`config.mk`:
```
export PLATFORM = sky130hd
export DESIGN_NAME = pc_sequencer
export DESIGN_NICKNAME = d
export VERILOG_FILES = /design/src/rtl/pc_sequencer.sv
export SDC_FILE = /design/constraint.sdc
export NUM_CORES = 1
export LEC_CHECK = 0
export CAP_MARGIN = 10
export CORE_MARGIN = 2
export CORE_UTILIZATION = 41
export CTS_CLUSTER_SIZE = 30
export DETAILED_ROUTE_END_ITERATION = 10
export GPL_ROUTABILITY_DRIVEN = 0
export MAX_ROUTING_LAYER = met4
export PLACE_DENSITY = 0.78
export SETUP_SLACK_MARGIN = 0.05
export SYNTH_ARGS = -nofsm -noshare
export SYNTH_HDL_FRONTEND = slang
export SYNTH_SLANG_ARGS = --single-unit
```
`constraint.sdc`:
```
create_clock -name clk -period 2.75 [get_ports clk]
set_clock_uncertainty 0.1 [all_clocks]
set_input_delay 0.55 -clock clk [delete_from_list [all_inputs] [get_ports clk]]
set_output_delay 0.55 -clock clk [all_outputs]
set_load 0.01 [all_outputs]
```
`src/rtl/pc_sequencer.sv`:
```
// pc_sequencer -- next-PC controller for the pipelined MIPS core.
//
// Picks the value the PC register loads on the next edge. Sources, highest
// priority first: exception entry, ERET return, a buffered (pending)
// redirect, a D-stage branch/jump redirect, and sequential fetch (PC+4).
// While the hazard unit stalls F/D the PC holds. A branch that shows up
// during a stall is buffered and applied on the first unstalled cycle.
//
// Optional feature: define PC_SEQ_EXC_EN to enable exception/ERET handling.
// When it is undefined, exc_req/eret_req/epc are ignored and flush_fd is
// only asserted during Reset.
//
// Ports:
//   clk, Reset     clock, synchronous active-high reset
//   PC             current PC register value (F-stage address)
//   stall          hazard-unit freeze of F/D; PC must hold
//   br_req         D-stage branch taken / jump, valid this cycle
//   br_target      branch/jump target
//   exc_req        CP0 exception/interrupt accepted
//   eret_req       ERET in M stage
//   epc            CP0 EPC value
//   NPC            value the PC register loads next edge (combinational)
//   flush_fd       clear F/D register (exception/ERET, and during Reset)
//   pend_valid     a buffered redirect is waiting
//   addr_misalign  NPC[1:0] != 0 (informational)
module pc_sequencer #(
  parameter logic [31:0] RESET_PC   = 32'h0000_3000,
  parameter logic [31:0] EXC_VECTOR = 32'h0000_4180,
  parameter int          PEND_DEPTH = 1
) (
  input  logic        clk,
  input  logic        Reset,
  input  logic [31:0] PC,
  input  logic        stall,
  input  logic        br_req,
  input  logic [31:0] br_target,
  input  logic        exc_req,
  input  logic        eret_req,
  input  logic [31:0] epc,
  output logic [31:0] NPC,
  output logic        flush_fd,
  output logic        pend_valid,
  output logic        addr_misalign
);

  // Only a single-entry pending buffer exists: a second redirect cannot
  // arrive before the first one's delay slot has been fetched.
  generate
    if (PEND_DEPTH != 1) begin : g_bad_depth
      $error("pc_sequencer: PEND_DEPTH must be 1");
    end
  endgenerate

  typedef enum logic [1:0] {S_RUN, S_HOLD, S_PEND} state_e;

  state_e      state_q, state_d;
  logic        pend_valid_q, pend_valid_d;
  logic [31:0] pend_addr_q, pend_addr_d;
  logic [31:0] npc;
  logic        flush;
  logic [31:0] pc_inc;
  logic        exc_take;
  logic        eret_take;

`ifdef PC_SEQ_EXC_EN
  assign exc_take  = exc_req;
  assign eret_take = eret_req;
`else
  assign exc_take  = 1'b0;
  assign eret_take = 1'b0;
  logic unused_exc;
  assign unused_exc = ^{exc_req, eret_req, epc};
`endif

  assign pc_inc = PC + 32'd4;  // natural 32-bit wrap

  always_comb begin
    state_d      = state_q;
    pend_valid_d = pend_valid_q;
    pend_addr_d  = pend_addr_q;
    npc          = pc_inc;
    flush        = 1'b0;
    if (Reset) begin
      npc          = RESET_PC;
      flush        = 1'b1;
      state_d      = S_RUN;
      pend_valid_d = 1'b0;
      pend_addr_d  = RESET_PC;
    end else if (exc_take) begin
      // Exception/ERET ignore stall and drop any buffered redirect.
      npc          = EXC_VECTOR;
      flush        = 1'b1;
      state_d      = S_RUN;
      pend_valid_d = 1'b0;
    end else if (eret_take) begin
      npc          = epc;
      flush        = 1'b1;
      state_d      = S_RUN;
      pend_valid_d = 1'b0;
    end else begin
      case (state_q)
        S_PEND: begin
          if (stall) begin
            npc = PC;  // pend_addr kept; further br_req is illegal here
          end else begin
            npc          = pend_addr_q;
            pend_valid_d = 1'b0;
            state_d      = S_RUN;
          end
        end
        default: begin  // S_RUN and S_HOLD behave identically on inputs
          if (stall) begin
            npc = PC;
            if (br_req) begin
              pend_addr_d  = br_target;
              pend_valid_d = 1'b1;
              state_d      = S_PEND;
            end else begin
              state_d = S_HOLD;
            end
          end else begin
            npc     = br_req ? br_target : pc_inc;
            state_d = S_RUN;
          end
        end
      endcase
    end
  end

  always_ff @(posedge clk) begin
    state_q      <= state_d;
    pend_valid_q <= pend_valid_d;
    pend_addr_q  <= pend_addr_d;
  end

  assign NPC           = npc;
  assign flush_fd      = flush;
  assign pend_valid    = pend_valid_q;
  assign addr_misalign = |npc[1:0];

endmodule

```
==> flow_summary_export.csv <==
group,metric,value,unit
grt,antenna_found_initial,0,
yosys,yosys.area.top_type,"dfxtp_1",
timing,tightest_slew,439,ps
final_layout,n_antenna_cell,0,
yosys,avgSynthCellArea,6.62,um2
timing,finalWorstSetupSlack,44.9,ps
hold_path,min_path_type,"flip-flop to flip-flop",
floorplan,dieHeight,86.3,um
cts,clk_latency,290,ps
grt,grt_pass1_wl,17.5,mm
grt,track_usage,30.0,%
yosys,synth-main-ff-cell,"dfxtp_1",
final_layout,area_growth,67.4,%
cts,cts-root-buf,"clkbuf_8",
flow_run,drv_cap,0,
timing,worst_hold_slack,357,ps
yosys,syn_nets,523,
worst_setup_path,cp.required,2100,ps
floorplan,die-area,0.00745,mm2
yosys,ys_seq_area_share,25.2,%
worst_setup_path,critical_path_class,"input port to primary output",
placed_design,io_buffers,102,
yosys,synth_area_leaders,"dfxtp_1, a21oi_1, nand2_1, xor2_1, o21ai_0",
worst_setup_path,reg2reg_depth,6,
outcome,outcome,"complete, no violations",
cts,cts_max_level,2,
power_and_ir_drop,p_leak,0.00194,uW
timing,max_clock_freq,0.370,GHz
timing,setup_viol,0,
worst_setup_path,cp_slowest_stage_delay,240,ps
power_and_ir_drop,power_density,345,mW/mm2
cts,clockBufferDepth,2,
final_layout,final_nets,684,
yosys,synthArstFlopShare,0,%
route,postRouteAntennaNets,0,
placed_design,place_area,0.00439,mm2
route,routed_wl,11.5,mm
yosys,synth_top_cell_area_share,25.2,%
grt,first_global_vias,3731,
worst_setup_path,cp-end-kind,"primary output",
hold_path,hold_depth,2,
cts,cts_sinks,35,
grt,overflow,0,
timing,maxSlewViolCount,0,
yosys,synth_enable_flop_cells,0,
timing,min_period,2710,ps
route,wl_met1,4.57,mm
power_and_ir_drop,peakVddDrop,0.379,mV
yosys,syn_area,0.00278,mm2
floorplan,rows,30,
placed_design,pre_cts_slack,-759,ps
timing,hold_viol_final,0,
worst_setup_path,slowest_stage,"a31oi_1",
route,num_vias,3903,
timing,rsz0062_at_grt,"yes",
yosys,yosys_warnings,0,
grt,grt_max_degree,31,
final_layout,drive_above_1_share,32.5,%
route,wl_met3,932,um
cts,clk_pin_slew,80,ps
worst_setup_path,critical_path.max_fanout,3,
timing,post-route-period-util,98.4,%
cts,tritoncts,"built",
floorplan,start_util,41.6,%
route,top_layer,"met4",
yosys,netlist_instances,420,
worst_setup_path,path_cells,"buf_6 -> ha_2 -> nand3_4 -> buf_4 -> nor2_2 -> nand4_1 -> xor2_1 -> a31oi_1 -> clkbuf_2",
floorplan,core_area,0.00668,mm2
cts,cts_buffers,5,
route,wire_per_inst,17.3,um
final_layout,finalInstanceArea,0.00465,mm2
worst_setup_path,crit_arrival,2060,ps
route,wl_met2,5.61,mm
timing,slew-limit-headroom,70.7,%
yosys,synth.distinct_cells,42,
yosys,ys_seq_elements,35,
route,viasPerCell,5.90,
route,route.detailed.drc,0,
floorplan,die_w,86.3,um
route,first_iter_violations,345,
route,first_pass_iters,7,
floorplan,ios,137,
worst_setup_path,crit_path_start_kind,"input port",
placed_design,post-dp-hpwl,7.85,mm
flip-flops by register name (all words and copies together), names as in the netlist:
register and count:
pend_addr_q 32, state_q 2, pend_valid 1
per-layer routing:
metal,vias to the layer above,track usage (%)
met2,245,48.3
met4,0,12.8
met3,54,4.19
met5,-,-
li1,1808,-
met1,1796,37.7
worst paths after layout:
path	end	from	slack, ps
setup / recovery	NPC[12]	PC[3]	40
hold / removal	pend_addr_q[11]$_SDFFE_PP0P_	pend_addr_q[11]$_SDFFE_PP0P_	360
setup reg to reg	pend_addr_q[24]$_SDFFE_PP0P_	state_q[1]$_SDFFE_PP0P_	1150
hold reg to reg	pend_addr_q[11]$_SDFFE_PP0P_	pend_addr_q[11]$_SDFFE_PP0P_	360
cells by family (layout without fill, tap and decap cells):
| family | Yosys count | in the layout | synth area share (%) |
|---|---|---|---|
| muxes | 1 | 1 | 0.360 |
| buffers and inverters | 42 | 204 | 6.03 |
| xor gates and xnor gates | 24 | 24 | 7.56 |
| AOI/OAI and AO/OA | 149 | 149 | 31.7 |
| DFF | 35 | 35 | 25.2 |
| and+or+nand+nor | 168 | 168 | 28.6 |
| adders and majority gates | 1 | 1 | 0.450 |
critical path: cells and delay by family:
family	cells	cell delay, ps
fa+ha+maj	1	200
buf+inv	3	440
simple gates	3	460
xor+xnor	1	170
compound gates	1	240
cells in the final DEF (no fill, tap or decap), drive strengths merged, types with 4 or more instances in the layout:
| master | synthesis | routed |
|---|---|---|
| a211oi | 21 | 21 |
| a21oi | 79 | 79 |
| buf | 6 | 119 |
| clkbuf | 28 | 18 |
| clkdlybuf4s50 | 0 | 38 |
| dfxtp | 35 | 35 |
| dlygate4sd2 | 0 | 12 |
| inv | 8 | 8 |
| nand2 | 99 | 99 |
| nand3 | 14 | 14 |
| nand4 | 13 | 13 |
| nor2 | 19 | 19 |
| nor3 | 8 | 8 |
| o211ai | 4 | 4 |
| o21ai | 29 | 29 |
| xnor2 | 7 | 7 |
| xor2 | 17 | 17 |
through the flow:
stage / instances / power (uW) / utilization (%) / setup TNS (ps)
floorplan: 420 / 782 / - / 0
global placement: 637 / 1110 / 65.7 / -18880
detailed placement: 637 / 1120 / 65.7 / -19820
CTS: 652 / 1570 / 69.2 / 0
global route: 662 / 1670 / 69.6 / -7.54
finish: 662 / 1600 / 69.6 / 0
layout make-up:
class,instances,area (um2)
Timing Repair Buffer,188,1620
Multi-Input combinational cell,343,2080
Sequential cell,35,701
Inverter,8,33.8
Fill cell,524,2030
Tap cell,80,100
Clock buffer,5,68.8
Clock inverter,3,47.5
power by group:
part / switching [uW] / internal (uW)
combinational: 297 / 277
sequential: 12.8 / 531
clock: 210 / 275
total: 520 / 1080
what timing repair did:
| action | CTS | global route |
|---|---|---|
| endpoints found under the hold margin | 0 | 0 |
| pin swaps | 36 | 22 |
| resized for setup | 179 | 68 |
| hold buffers | 0 | 0 |
| setup buffers | 6 | 11 |
| gates cloned | 1 | 0 |
| setup endpoints to repair | 33 | 25 |
Yosys cell counts (all sizes together) (2+ instances only):
cell type,count
nand2,99
a21oi,79
dfxtp,35
o21ai,29
clkbuf,28
a211oi,21
nor2,19
xor2,17
nand3,14
nand4,13
inv,8
nor3,8
xnor2,7
buf,6
o211ai,4
a21o,3
a221oi,3
a31o,3
a31oi,2
and2,2
and3,2
and4,2
nand2b,2
nor4,2
or3,2
No activity file was read; power rests on OpenSTA's default activity.
